[config.mk]
export PLATFORM = sky130hd
export DESIGN_NAME = axi_ddr_init_gate
export DESIGN_NICKNAME = d
export VERILOG_FILES = /design/src/rtl/axi_ddr_init_gate.sv
export SDC_FILE = /design/constraint.sdc
export NUM_CORES = 1
export LEC_CHECK = 0
export BUFFER_PORTS_ARGS = -buffer_cell sky130_fd_sc_hd__buf_4
export CAP_MARGIN = 25
export CORE_AREA = 2 2 210 212
export DETAILED_ROUTE_END_ITERATION = 16
export DIE_AREA = 0 0 212 214
export GPL_TIMING_DRIVEN = 0
export PLACE_DENSITY_LB_ADDON = 0.15
export SLEW_MARGIN = 20
export SYNTH_ARGS = -nofsm -noshare
export SYNTH_HDL_FRONTEND = slang
export SYNTH_SLANG_ARGS = --single-unit
export TNS_END_PERCENT = 30
[constraint.sdc]
create_clock -name clk -period 4.6 [get_ports clk]
set_input_delay 1.38 -clock clk [delete_from_list [all_inputs] [get_ports clk]]
set_output_delay 1.38 -clock clk [all_outputs]
set_load 0.03 [all_outputs]
[src/rtl/axi_ddr_init_gate.sv]
// AXI4 gate between the CPU RAM port and the DDR CDC: holds traffic until DDR init completes,
// then passes it through unchanged, or answers every RAM access locally with SLVERR if init fails.
module axi_ddr_init_gate #(
    parameter int          ID_WIDTH       = 6,
    parameter int          ADDR_WIDTH     = 32,
    parameter int          DATA_WIDTH     = 64,
    parameter int unsigned TIMEOUT_CYCLES = 32'd16777216
) (
    input  logic                    clk,
    input  logic                    rstn,
    input  logic                    i_init_done,
    input  logic                    i_init_error,

    // Slave side (from CPU)
    input  logic [ID_WIDTH-1:0]     s_awid,
    input  logic [ADDR_WIDTH-1:0]   s_awaddr,
    input  logic [7:0]              s_awlen,
    input  logic [2:0]              s_awsize,
    input  logic [1:0]              s_awburst,
    input  logic                    s_awvalid,
    output logic                    s_awready,
    input  logic [DATA_WIDTH-1:0]   s_wdata,
    input  logic [DATA_WIDTH/8-1:0] s_wstrb,
    input  logic                    s_wlast,
    input  logic                    s_wvalid,
    output logic                    s_wready,
    output logic [ID_WIDTH-1:0]     s_bid,
    output logic [1:0]              s_bresp,
    output logic                    s_bvalid,
    input  logic                    s_bready,
    input  logic [ID_WIDTH-1:0]     s_arid,
    input  logic [ADDR_WIDTH-1:0]   s_araddr,
    input  logic [7:0]              s_arlen,
    input  logic [2:0]              s_arsize,
    input  logic [1:0]              s_arburst,
    input  logic                    s_arvalid,
    output logic                    s_arready,
    output logic [ID_WIDTH-1:0]     s_rid,
    output logic [DATA_WIDTH-1:0]   s_rdata,
    output logic [1:0]              s_rresp,
    output logic                    s_rlast,
    output logic                    s_rvalid,
    input  logic                    s_rready,

    // Master side (toward CDC)
    output logic [ID_WIDTH-1:0]     m_awid,
    output logic [ADDR_WIDTH-1:0]   m_awaddr,
    output logic [7:0]              m_awlen,
    output logic [2:0]              m_awsize,
    output logic [1:0]              m_awburst,
    output logic                    m_awvalid,
    input  logic                    m_awready,
    output logic [DATA_WIDTH-1:0]   m_wdata,
    output logic [DATA_WIDTH/8-1:0] m_wstrb,
    output logic                    m_wlast,
    output logic                    m_wvalid,
    input  logic                    m_wready,
    input  logic [ID_WIDTH-1:0]     m_bid,
    input  logic [1:0]              m_bresp,
    input  logic                    m_bvalid,
    output logic                    m_bready,
    output logic [ID_WIDTH-1:0]     m_arid,
    output logic [ADDR_WIDTH-1:0]   m_araddr,
    output logic [7:0]              m_arlen,
    output logic [2:0]              m_arsize,
    output logic [1:0]              m_arburst,
    output logic                    m_arvalid,
    input  logic                    m_arready,
    input  logic [ID_WIDTH-1:0]     m_rid,
    input  logic [DATA_WIDTH-1:0]   m_rdata,
    input  logic [1:0]              m_rresp,
    input  logic                    m_rlast,
    input  logic                    m_rvalid,
    output logic                    m_rready,

    output logic [1:0]              o_state
);

    typedef enum logic [1:0] {
        GATE_WAIT  = 2'd0,
        GATE_READY = 2'd1,
        GATE_FAIL  = 2'd2
    } gate_state_t;

    typedef enum logic [1:0] {
        WR_IDLE  = 2'd0,
        WR_DRAIN = 2'd1,
        WR_RESP  = 2'd2
    } wr_state_t;

    typedef enum logic {
        RD_IDLE = 1'b0,
        RD_ERR  = 1'b1
    } rd_state_t;

    localparam logic [1:0]  RESP_SLVERR  = 2'b10;
    localparam bit          TIMEOUT_EN   = (TIMEOUT_CYCLES != 0);
    localparam logic [31:0] TIMEOUT_LAST = 32'(TIMEOUT_CYCLES - 1);

    gate_state_t           gate_state, gate_next;
    wr_state_t             wr_state, wr_next;
    rd_state_t             rd_state, rd_next;

    logic                  done_meta, done_s;
    logic                  err_meta, err_s;
    logic [31:0]           timeout_cnt;
    logic                  timeout_hit;

    logic [7:0]            wr_out, rd_out;
    logic                  rdy_aw_hs, rdy_b_hs, rdy_ar_hs, rdy_rlast_hs;
    logic                  quiescent;

    logic                  fail_aw_hs, fail_ar_hs;
    logic [ID_WIDTH-1:0]   wr_id, rd_id;
    logic [7:0]            rd_cnt;

    // Request payloads always flow through; only valid/ready are gated.
    assign m_awid    = s_awid;
    assign m_awaddr  = s_awaddr;
    assign m_awlen   = s_awlen;
    assign m_awsize  = s_awsize;
    assign m_awburst = s_awburst;
    assign m_wdata   = s_wdata;
    assign m_wstrb   = s_wstrb;
    assign m_wlast   = s_wlast;
    assign m_arid    = s_arid;
    assign m_araddr  = s_araddr;
    assign m_arlen   = s_arlen;
    assign m_arsize  = s_arsize;
    assign m_arburst = s_arburst;

    assign o_state = gate_state;

    // NOTE: sequential state is written with non-blocking assignments only, so every
    // flop samples the pre-edge value of its neighbours regardless of evaluation order.
    always_ff @(posedge clk or negedge rstn) begin
        if (!rstn) begin
            done_meta <= 1'b0;
            done_s    <= 1'b0;
            err_meta  <= 1'b0;
            err_s     <= 1'b0;
        end else begin
            done_meta <= i_init_done;
            done_s    <= done_meta;
            err_meta  <= i_init_error;
            err_s     <= err_meta;
        end
    end

    assign timeout_hit = TIMEOUT_EN && (timeout_cnt == TIMEOUT_LAST);

    always_ff @(posedge clk or negedge rstn) begin
        if (!rstn) begin
            timeout_cnt <= '0;
        end else if (TIMEOUT_EN && gate_state == GATE_WAIT && timeout_cnt != '1) begin
            timeout_cnt <= timeout_cnt + 32'd1;
        end
    end

    // Outstanding pass-through bursts; READY may only fall to FAIL when none are open.
    assign rdy_aw_hs    = (gate_state == GATE_READY) && s_awvalid && m_awready;
    assign rdy_b_hs     = (gate_state == GATE_READY) && m_bvalid && s_bready;
    assign rdy_ar_hs    = (gate_state == GATE_READY) && s_arvalid && m_arready;
    assign rdy_rlast_hs = (gate_state == GATE_READY) && m_rvalid && s_rready && m_rlast;

    always_ff @(posedge clk or negedge rstn) begin
        if (!rstn) begin
            wr_out <= '0;
            rd_out <= '0;
        end else begin
            case ({rdy_aw_hs, rdy_b_hs})
                2'b10:   wr_out <= wr_out + 8'd1;
                2'b01:   wr_out <= wr_out - 8'd1;
                default: wr_out <= wr_out;
            endcase
            case ({rdy_ar_hs, rdy_rlast_hs})
                2'b10:   rd_out <= rd_out + 8'd1;
                2'b01:   rd_out <= rd_out - 8'd1;
                default: rd_out <= rd_out;
            endcase
        end
    end

    assign quiescent = (wr_out == '0) && (rd_out == '0) && !rdy_aw_hs && !rdy_ar_hs
                    && (wr_state == WR_IDLE) && (rd_state == RD_IDLE);

    always_ff @(posedge clk or negedge rstn) begin
        if (!rstn) begin
            gate_state <= GATE_WAIT;
            wr_state   <= WR_IDLE;
            rd_state   <= RD_IDLE;
            wr_id      <= '0;
            rd_id      <= '0;
            rd_cnt     <= '0;
        end else begin
            gate_state <= gate_next;
            wr_state   <= wr_next;
            rd_state   <= rd_next;
            if (fail_aw_hs) wr_id <= s_awid;
            if (fail_ar_hs) begin
                rd_id  <= s_arid;
                rd_cnt <= s_arlen;
            end else if (rd_state == RD_ERR && s_rready && rd_cnt != '0) begin
                rd_cnt <= rd_cnt - 8'd1;
            end
        end
    end

    // NOTE: every always_comb assigns defaults before any branch so no path can infer a latch.
    always_comb begin
        gate_next = gate_state;
        case (gate_state)
            GATE_WAIT: begin
                if (err_s || timeout_hit) gate_next = GATE_FAIL;
                else if (done_s)          gate_next = GATE_READY;
            end
            GATE_READY: if (err_s && quiescent) gate_next = GATE_FAIL;
            default:    gate_next = gate_state;
        endcase
    end

    assign fail_aw_hs = (gate_state == GATE_FAIL) && (wr_state == WR_IDLE) && s_awvalid;
    assign fail_ar_hs = (gate_state == GATE_FAIL) && (rd_state == RD_IDLE) && s_arvalid;

    always_comb begin
        wr_next = wr_state;
        case (wr_state)
            WR_IDLE:  if (fail_aw_hs)           wr_next = WR_DRAIN;
            WR_DRAIN: if (s_wvalid && s_wlast)  wr_next = WR_RESP;
            WR_RESP:  if (s_bready)             wr_next = WR_IDLE;
            default:                            wr_next = WR_IDLE;
        endcase
    end

    always_comb begin
        rd_next = rd_state;
        case (rd_state)
            RD_IDLE: if (fail_ar_hs)                   rd_next = RD_ERR;
            RD_ERR:  if (s_rready && rd_cnt == '0)     rd_next = RD_IDLE;
            default:                                   rd_next = RD_IDLE;
        endcase
    end

    always_comb begin
        s_awready = 1'b0;
        s_wready  = 1'b0;
        s_bvalid  = 1'b0;
        s_bid     = wr_id;
        s_bresp   = RESP_SLVERR;
        s_arready = 1'b0;
        s_rvalid  = 1'b0;
        s_rid     = rd_id;
        s_rdata   = '0;
        s_rresp   = RESP_SLVERR;
        s_rlast   = 1'b0;
        m_awvalid = 1'b0;
        m_wvalid  = 1'b0;
        m_bready  = 1'b0;
        m_arvalid = 1'b0;
        m_rready  = 1'b0;
        case (gate_state)
            GATE_READY: begin
                m_awvalid = s_awvalid;
                s_awready = m_awready;
                m_wvalid  = s_wvalid;
                s_wready  = m_wready;
                s_bvalid  = m_bvalid;
                s_bid     = m_bid;
                s_bresp   = m_bresp;
                m_bready  = s_bready;
                m_arvalid = s_arvalid;
                s_arready = m_arready;
                s_rvalid  = m_rvalid;
                s_rid     = m_rid;
                s_rdata   = m_rdata;
                s_rresp   = m_rresp;
                s_rlast   = m_rlast;
                m_rready  = s_rready;
            end
            GATE_FAIL: begin
                // Stray responses from the DDR side are swallowed.
                m_bready  = 1'b1;
                m_rready  = 1'b1;
                s_awready = (wr_state == WR_IDLE);
                s_wready  = (wr_state == WR_DRAIN);
                s_bvalid  = (wr_state == WR_RESP);
                s_arready = (rd_state == RD_IDLE);
                s_rvalid  = (rd_state == RD_ERR);
                s_rlast   = (rd_state == RD_ERR) && (rd_cnt == '0);
            end
            default: ;
        endcase
    end

endmodule

# Word-level counts from Yosys, hierarchy flattened
# Cells that the tools add are included.
[totals]
reg_bits = 77
out_inout_bits = 268
[op_classes]
n_addsub = 6
eq_ne = 15
muxes = 31
bitwise_logic = 1
n_reduce_logical = 40
[op_table]
columns = ["op", "n"]
rows = [
  ["$mux W64", 1],
  ["$add A32 B1 Y32 const B", 1],
  ["$eq A32 B24 Y1 const B", 1],
  ["$ne A32 B32 Y1 const B", 1],
  ["$pmux W8 S2", 2],
  ["$logic_and A1 B1 Y1", 25],
  ["$logic_not A8 Y1", 3],
  ["$sub A8 B1 Y8 const B", 3],
  ["$pmux W1 S2", 9],
  ["$add A8 B1 Y8 const B", 2],
  ["$mux W2", 8],
  ["$mux W8", 2],
  ["$mux W6", 2],
  ["$eq A2 B1 Y1 const B", 4],
  ["$eq A2 B2 Y1 const B", 4],
  ["$reduce_bool A2 Y1", 4],
  ["$reduce_bool A8 Y1", 1],
  ["$ne A2 B2 Y1 const B", 3],
  ["$pmux W2 S3", 1],
  ["$reduce_and A3 Y1", 2],
  ["$mux W1", 5],
  ["$logic_not A2 Y1", 2],
  ["$pmux W2 S2", 1],
  ["$ne A3 B2 Y1 const B", 1],
  ["other kinds (4)", 5],
]

# Logic depth before layout (Yosys ltp)
# Gate-level depths: netlist of the first run.
[depth]
ltp_word = 11
depth_mapped = 16

# Least setup slack after synthesis of the first run
# Ideal clock, no wire load.
[synth_path]
path_kind = "input-to-reg"
startpoint = "in s_arvalid"
endpoint = "reg rd_out[6]"
arrival_ps = 3519
slack_ps = 1002
path_stages = 11
n_path_buf = 2
cell_sequence = "and2_1 > nand2_1 > ha_1 > buf_2 > buf_1 > xor2_1 > ha_1 > o2bb2ai_1 > a22o_1 > a211oi_1 > xor2_1"
[synth_between]
elab_chain_len = 4
[synth_rtl]
columns = ["item", "line", "source"]
rows = [
  ["from (decl)", "36", "input logic s_arvalid,"],
  ["$logic_and A1 B1 Y1 (*) (2 in series)", "163", "assign rdy_ar_hs = (gate_state == GATE_READY) && s_arvalid && m_arready;"],
  ["$eq A2 B1 Y1 or $eq A2 B2 Y1 (tied branches)", "176", "case ({rdy_ar_hs, rdy_rlast_hs})"],
  ["$pmux W8 S2 or $reduce_bool A2 Y1 (tied branches)", "--", ""],
  ["to (signal assigned)", "177", "2'b10: rd_out <= rd_out + 8'd1;"],
  ["to (signal assigned)", "178", "2'b01: rd_out <= rd_out - 8'd1;"],
  ["to (signal assigned)", "179", "default: rd_out <= rd_out;"],
  ["to (decl)", "109", "logic [7:0] wr_out, rd_out;"],
]
# Mark *: on every way between the ends. The rest lies on a longest branch, timed or not.
# A chain may end at the register's enable or synchronous reset.

# Worst setup path in the final report of the first run
[layout_path]
startpoint = "reg gate_state[1], in the netlist o_state[1]"
endpoint = "out s_rdata[16]"
[layout_between]
elab_chain_len = 2
[layout_rtl]
columns = ["item", "line", "source"]
rows = [
  ["from (decl)", "100", "gate_state_t gate_state, gate_next;"],
  ["from (signal assigned)", "196", "gate_state <= gate_next;"],
  ["$eq A2 B1 Y1", "261", "case (gate_state)"],
  ["$mux W64", "261", ""],
  ["to (decl)", "39", "output logic [DATA_WIDTH-1:0] s_rdata,"],
]
# No other way between the ends.

==> results of run 1 <==
## per-stage QoR
step           setup slack, ps  util [%]  std cells
2_1_floorplan             1002         -        682
3_3_place_gp             615.7     22.94       1650
3_5_place_dp             634.7     22.95       1650
4_1_cts                  239.9     23.71       1666
5_1_grt                  37.73     23.71       1667
6_report                 381.1     23.73       1669
## cells in the final DEF (no fill, tap or decap), drive strengths merged, types with 10 or more instances in the layout
cell    count
nand2      30
and3       11
nand4      18
dfrtp      77
clkbuf     28
nand3      16
xor2       25
xnor2      30
nor2       29
nor2b      10
mux2       28
a21oi      25
ha         11
and2       72
nor4       10
buf       571
## layer usage
layer	vias to the layer above	GRT usage (%)	share of wire (%)
li1	2925	-	-
met1	2880	19.54	45
met2	240	23.32	47
met3	25	3.431	6.3
met4	4	2.981	1.6
met5	-	0	0.067
## report_power, final
part           leakage (µW)  total [µW]  internal [µW]  switching, µW
sequential          0.00100         859            777           81.6
clock              0.000157         811            481            330
combinational       0.00393        1110            510            599
total               0.00510        2780           1770           1010
## final cells by class
type | instances | area [µm²]
multi-input cells | 393 | 2839
plain buffers | 206 | 1444
clock inverters | 6 | 95.09
flip-flops and latches | 77 | 1927
fillers | 4716 | 32710
clock buffers | 10 | 229.0
well taps | 585 | 732.0
inverters | 6 | 22.52
diodes | 3 | 7.507
repair buffers | 383 | 2879
## state kept, by name (all words and copies together), names as in the netlist
signal,count
rd_state,1
rd_out,8
wr_id,6
err_meta,1
wr_out,8
wr_state,2
rd_id,6
err_s,1
done_meta,1
o_state,2
timeout_cnt,32
rd_cnt,8
done_s,1
## worst max-delay path by stage
| stage | from | endpoint | slack [ps] | cells after the start |
|---|---|---|---|---|
| 2_1_floorplan | s_arvalid | rd_out[6]$_DFFE_PN0P_ | 1000 | 11 |
| 3_3_place_gp | o_state[1]$_DFFE_PN0P_ | s_rdata[16] | 620 | 7 |
| 3_5_place_dp | o_state[1]$_DFFE_PN0P_ | rd_out[6]$_DFFE_PN0P_ | 630 | 15 |
| 4_1_cts | o_state[1]$_DFFE_PN0P_ | s_rdata[16] | 240 | 7 |
| 5_1_grt | o_state[1]$_DFFE_PN0P_ | s_rdata[17] | 40 | 7 |
| 6_report | o_state[1]$_DFFE_PN0P_ | s_rdata[16] | 380 | 7 |
## cell families (layout without fill, tap and decap cells)
group                      Yosys count  in the layout
buffers and inverters              212            611
DFF                                 77             77
and+or+nand+nor                    227            227
muxes                               31             31
other                                0              3
AOI/OAI and AO/OA                   69             69
adders and majority gates           11             11
xor gates and xnor gates            55             55
## worst max-delay path: stages (launching register included)
cell,delay (ps)
dfrtp_1,450
inv_1,120
ha_1,150
clkbuf_1,180
clkbuf_1,570
clkbuf_1,310
and2_1,450
buf_4,250
==> metrics, run 1 <==
status finished clean; GRT Util Overall 14.46%; CTS tree yes; DP Area 9843 µm²; Layout Nets 1357; CP startpoint kind flop; critical-path maximum fanout 10; Post-Synth Simple-Gate Area 21.94%; Sinks on Clock Net 77; synth top area cells dfrtp_1, buf_4, and2_1, mux2_2, xnor2_1; Synth top area share 30.92%; port bufs 383; Post-DP HPWL 29500 µm; most common cell in the synthesized netlist buf_4; Initial Util 14.53%; Via-to-Cell Ratio 3.639; Adder-Cell Fraction of Synth Area 2.208%; initial antenna violation count 9; die width 212 µm; Worst slew margin 38.95%; MaxCap Viol Count 0; clk buf depth 2; Post-synth EDFFs 0; skew final 9.035 ps; Synth Area in Compound Gates 8.131%; FFs w/ async S/R, synth 100.0%; hold depth 0; power after layout 2779 µW; Worst Setup End Kind output port; crit path DAT 2840 ps; chip height 214 µm; Die ar. 45370 µm²; Synth area leader dfrtp_1; Fmax 0.2370 GHz; r2r worst-path depth 15; register area share after synthesis 30.92%; Antenna Violating Nets Remaining 0; hold_sp done_meta$_DFF_PN0_; CTS resizes 0; hold_buf cts 0; worst skew pair latency 350 ps; TritonCTS Buffers 9; WL per Instance 20.57 µm; worst hold path type reg -> reg; total length of routed wires 34330 µm; # H-tree levels 3; crit path time final 4219 ps; via count 6074; I/O pin total 538; core area 42890 µm²; Unique masters post-synth 66; PD cells 273.1 nW/µm²; P&R area growth vs syn 63.26%; number of global-route vias before repair 5847; layout cell share with drive strength beyond 1 58.00%; r2r endpoint rd_out[6]$_DFFE_PN0P_; reg2reg start o_state[1]$_DFFE_PN0P_; Post-synth top flop dfrtp_1; kind of critical path reg -> out; Ys Warns 0; final hold slack 351.5 ps; Post-Syn Nets 963; Slew Viols, Final 0; GPL Wtd Cong 0.8555; final hold violation count 0; Setup Fix Bufs, Post-CTS 0; R2R setup slack 680 ps; Root Buffer clkbuf_16; synth cell count leaders buf_4, dfrtp_1, and2_1; WHS Endpoint done_s$_DFF_PN0_; setup TNS 0 ps; drc violations 0; clock slew at reported path FFs 70 ps; Finish-stage setup viols 0; grt ovf 0; mux share of post-synthesis cell area 5.541%; DR iter-0 viols 279; final non-filler cell area 10170 µm²; measured slew at the worst slew-check pin 915.8 ps; RSZ-0062 raised after global routing no; row cnt 76; worst ir drop on vdd 0.1680 mV; Mean Syn Cell Area 9.138 µm²; first-pass GRT wire length 45710 µm; required time of the worst setup path 3220 ps; #FFs+latches synth 77; pin count of the biggest net entering global routing 78; Pre-Repair DR Iteration Count 5; Mapped Area 6232 µm²; P_leak 0.005096 µW; XOR/XNOR share of the synthesized area 7.729%; largest family of logic cells by synthesized area buffers and inverters; crit share post-route 91.72%; cell count after synthesis 682
Power figures use the tool's default switching activity.
==> run 2: changes to the inputs <==
--- a/config.mk
+++ b/config.mk
@@ -6,12 +6,14 @@
 export NUM_CORES = 1
 export LEC_CHECK = 0
 export BUFFER_PORTS_ARGS = -buffer_cell sky130_fd_sc_hd__buf_4
-export CAP_MARGIN = 25
+export CAP_MARGIN = 20
 export CORE_AREA = 2 2 210 212
+export CTS_CLUSTER_SIZE = 16
 export DETAILED_ROUTE_END_ITERATION = 16
 export DIE_AREA = 0 0 212 214
 export GPL_TIMING_DRIVEN = 0
 export PLACE_DENSITY_LB_ADDON = 0.15
+export RECOVER_POWER = 50
 export SLEW_MARGIN = 20
 export SYNTH_ARGS = -nofsm -noshare
 export SYNTH_HDL_FRONTEND = slang
==> metrics, run 2 (synthesis results as in run 1) <==
violated checks max-capacitance violations, max-slew violations; critical-path maximum fanout 10 (unchanged); crit path DAT 2900 ps (was 2840 ps); RSZ-0062 raised after global routing no (unchanged); chip height 214 µm (unchanged); layout cell share with drive strength beyond 1 49.86% (was 58.00%); row cnt 76 (unchanged); first-pass GRT wire length 45710 µm (unchanged); worst skew pair latency 350 ps (about the same); pin count of the biggest net entering global routing 78 (unchanged); number of global-route vias before repair 5847 (unchanged); GRT Util Overall 14.46% (unchanged); Initial Util 14.53% (unchanged); final core occ 22.88% (was 23.73%); P_leak 0.004804 µW (was 0.005096 µW); Worst Setup End Kind output port (unchanged); DR iter-0 viols 273 (was 279); Layout Nets 1357 (unchanged); drc violations 0 (unchanged); clk buf depth 2 (unchanged); CTS resizes 0 (unchanged); # H-tree levels 3 (unchanged); final hold violation count 0 (unchanged); commonest non-fill, non-tap cell in the layout buf_4 (unchanged); clock slew at reported path FFs 70 ps (about the same); crit path time final 4277 ps (was 4219 ps); Setup Fix Bufs, Post-CTS 0 (unchanged); Pre-Repair DR Iteration Count 4 (was 5); Root Buffer clkbuf_16 (unchanged); sequential cell area 1927 µm² (unchanged); Post-DP HPWL 29500 µm (unchanged); CP startpoint kind flop (unchanged); setup TNS 0 ps (unchanged); kind of critical path reg -> out (unchanged); Antenna Violating Nets Remaining 0 (unchanged); commonest cells after routing, fill and taps aside buf_4, clkbuf_1, dfrtp_1 (was buf_4, dfrtp_1, and2_1); total length of routed wires 34360 µm (was 34330 µm); Fmax 0.2338 GHz (was 0.2370 GHz); TritonCTS Buffers 9 (unchanged); WL per Instance 20.58 µm (was 20.57 µm); Biggest register timeout_cnt (unchanged); CTS tree yes (unchanged); initial antenna violation count 9 (unchanged); crit share post-route 92.97% (was 91.72%); I/O pin total 538 (unchanged); MaxCap Viol Count 2 (was 0); GPL Wtd Cong 0.8555 (unchanged); Fillers 4801 (was 4716); via count 6067 (was 6074); skew final 9.041 ps (was 9.035 ps); core area 42890 µm² (unchanged); status finished with violations (was finished clean); hold_buf cts 0 (unchanged); die width 212 µm (unchanged); DP Area 9843 µm² (unchanged); PD cells 279.9 nW/µm² (was 273.1 nW/µm²); P&R area growth vs syn 57.42% (was 63.26%); final non-filler cell area 9811 µm² (was 10170 µm²); measured slew at the worst slew-check pin 2245 ps (was 915.8 ps); max reg flops 32 (unchanged); worst ir drop on vdd 0.1681 mV (was 0.1680 mV); Finish-stage setup viols 0 (unchanged); Die ar. 45370 µm² (unchanged); grt ovf 0 (unchanged); required time of the worst setup path 3220 ps (about the same); Slew Viols, Final 78 (was 0); Via-to-Cell Ratio 3.633 (was 3.639); port bufs 383 (unchanged); Worst slew margin -49.67% (was 38.95%); Sinks on Clock Net 77 (unchanged); area taken by multi-input logic gates 2766 µm² (was 2839 µm²); worst hold path type reg -> reg (unchanged)
-- run 2: power by group --
group	switching [µW]	internal, µW	leakage (µW)
combinational	598	479	0.00364
sequential	80.8	777	0.00100
clock	330	481	0.000157
total	1010	1740	0.00480
-- run 2: per-layer routing --
| layer | track usage, % | up-vias | share of wire [%] |
|---|---|---|---|
| met2 | 23.32 | 235 | 47 |
| li1 | - | 2928 | - |
| met1 | 19.54 | 2877 | 45 |
| met3 | 3.431 | 23 | 6.4 |
| met5 | 0 | - | 0.090 |
| met4 | 2.981 | 4 | 1.4 |
-- run 2: final timing paths --
kind,cells past startpoint,endpoint,start,slack (ps)
min in group asynchronous,1,done_meta$_DFF_PN0_,rstn,1660
max in group asynchronous,1,wr_out[6]$_DFFE_PN0P_,rstn,1580
hold reg to reg,0,done_s$_DFF_PN0_,done_meta$_DFF_PN0_,350
setup reg to reg,15,rd_out[6]$_DFFE_PN0P_,o_state[1]$_DFFE_PN0P_,660
setup / recovery,7,s_rdata[16],o_state[1]$_DFFE_PN0P_,320
hold / removal,0,done_s$_DFF_PN0_,done_meta$_DFF_PN0_,350
-- run 2: cell type report --
| type | instances | share of cell area (%) |
|---|---|---|
| tap | 585 | 7.461 |
| sequential | 77 | 19.64 |
| clock buffer | 10 | 2.334 |
| antenna | 4 | 0.1020 |
| inverter | 6 | 0.2296 |
| timing repair buffer | 383 | 26.37 |
| clock inverter | 6 | 0.9693 |
| multi-input combinational | 393 | 28.20 |
| buffer | 206 | 14.69 |
-- run 2: worst max-delay path, cell delays in order (launching register included) --
cell,delay (ps)
dfrtp_1,450
inv_1,120
ha_1,150
clkbuf_1,180
clkbuf_1,610
clkbuf_1,310
and2_1,460
buf_4,250
-- run 2: through the flow --
step	hold WS (ps)	setup slack, ps	power (µW)	cells
floorplan	331.2	1002	1538	682
global placement	336.7	615.7	1990	1650
detailed placement	336.3	634.7	1994	1650
CTS	353.0	239.9	2835	1666
global route	358.7	38.37	2883	1667
finish	350.5	323.3	2746	1670
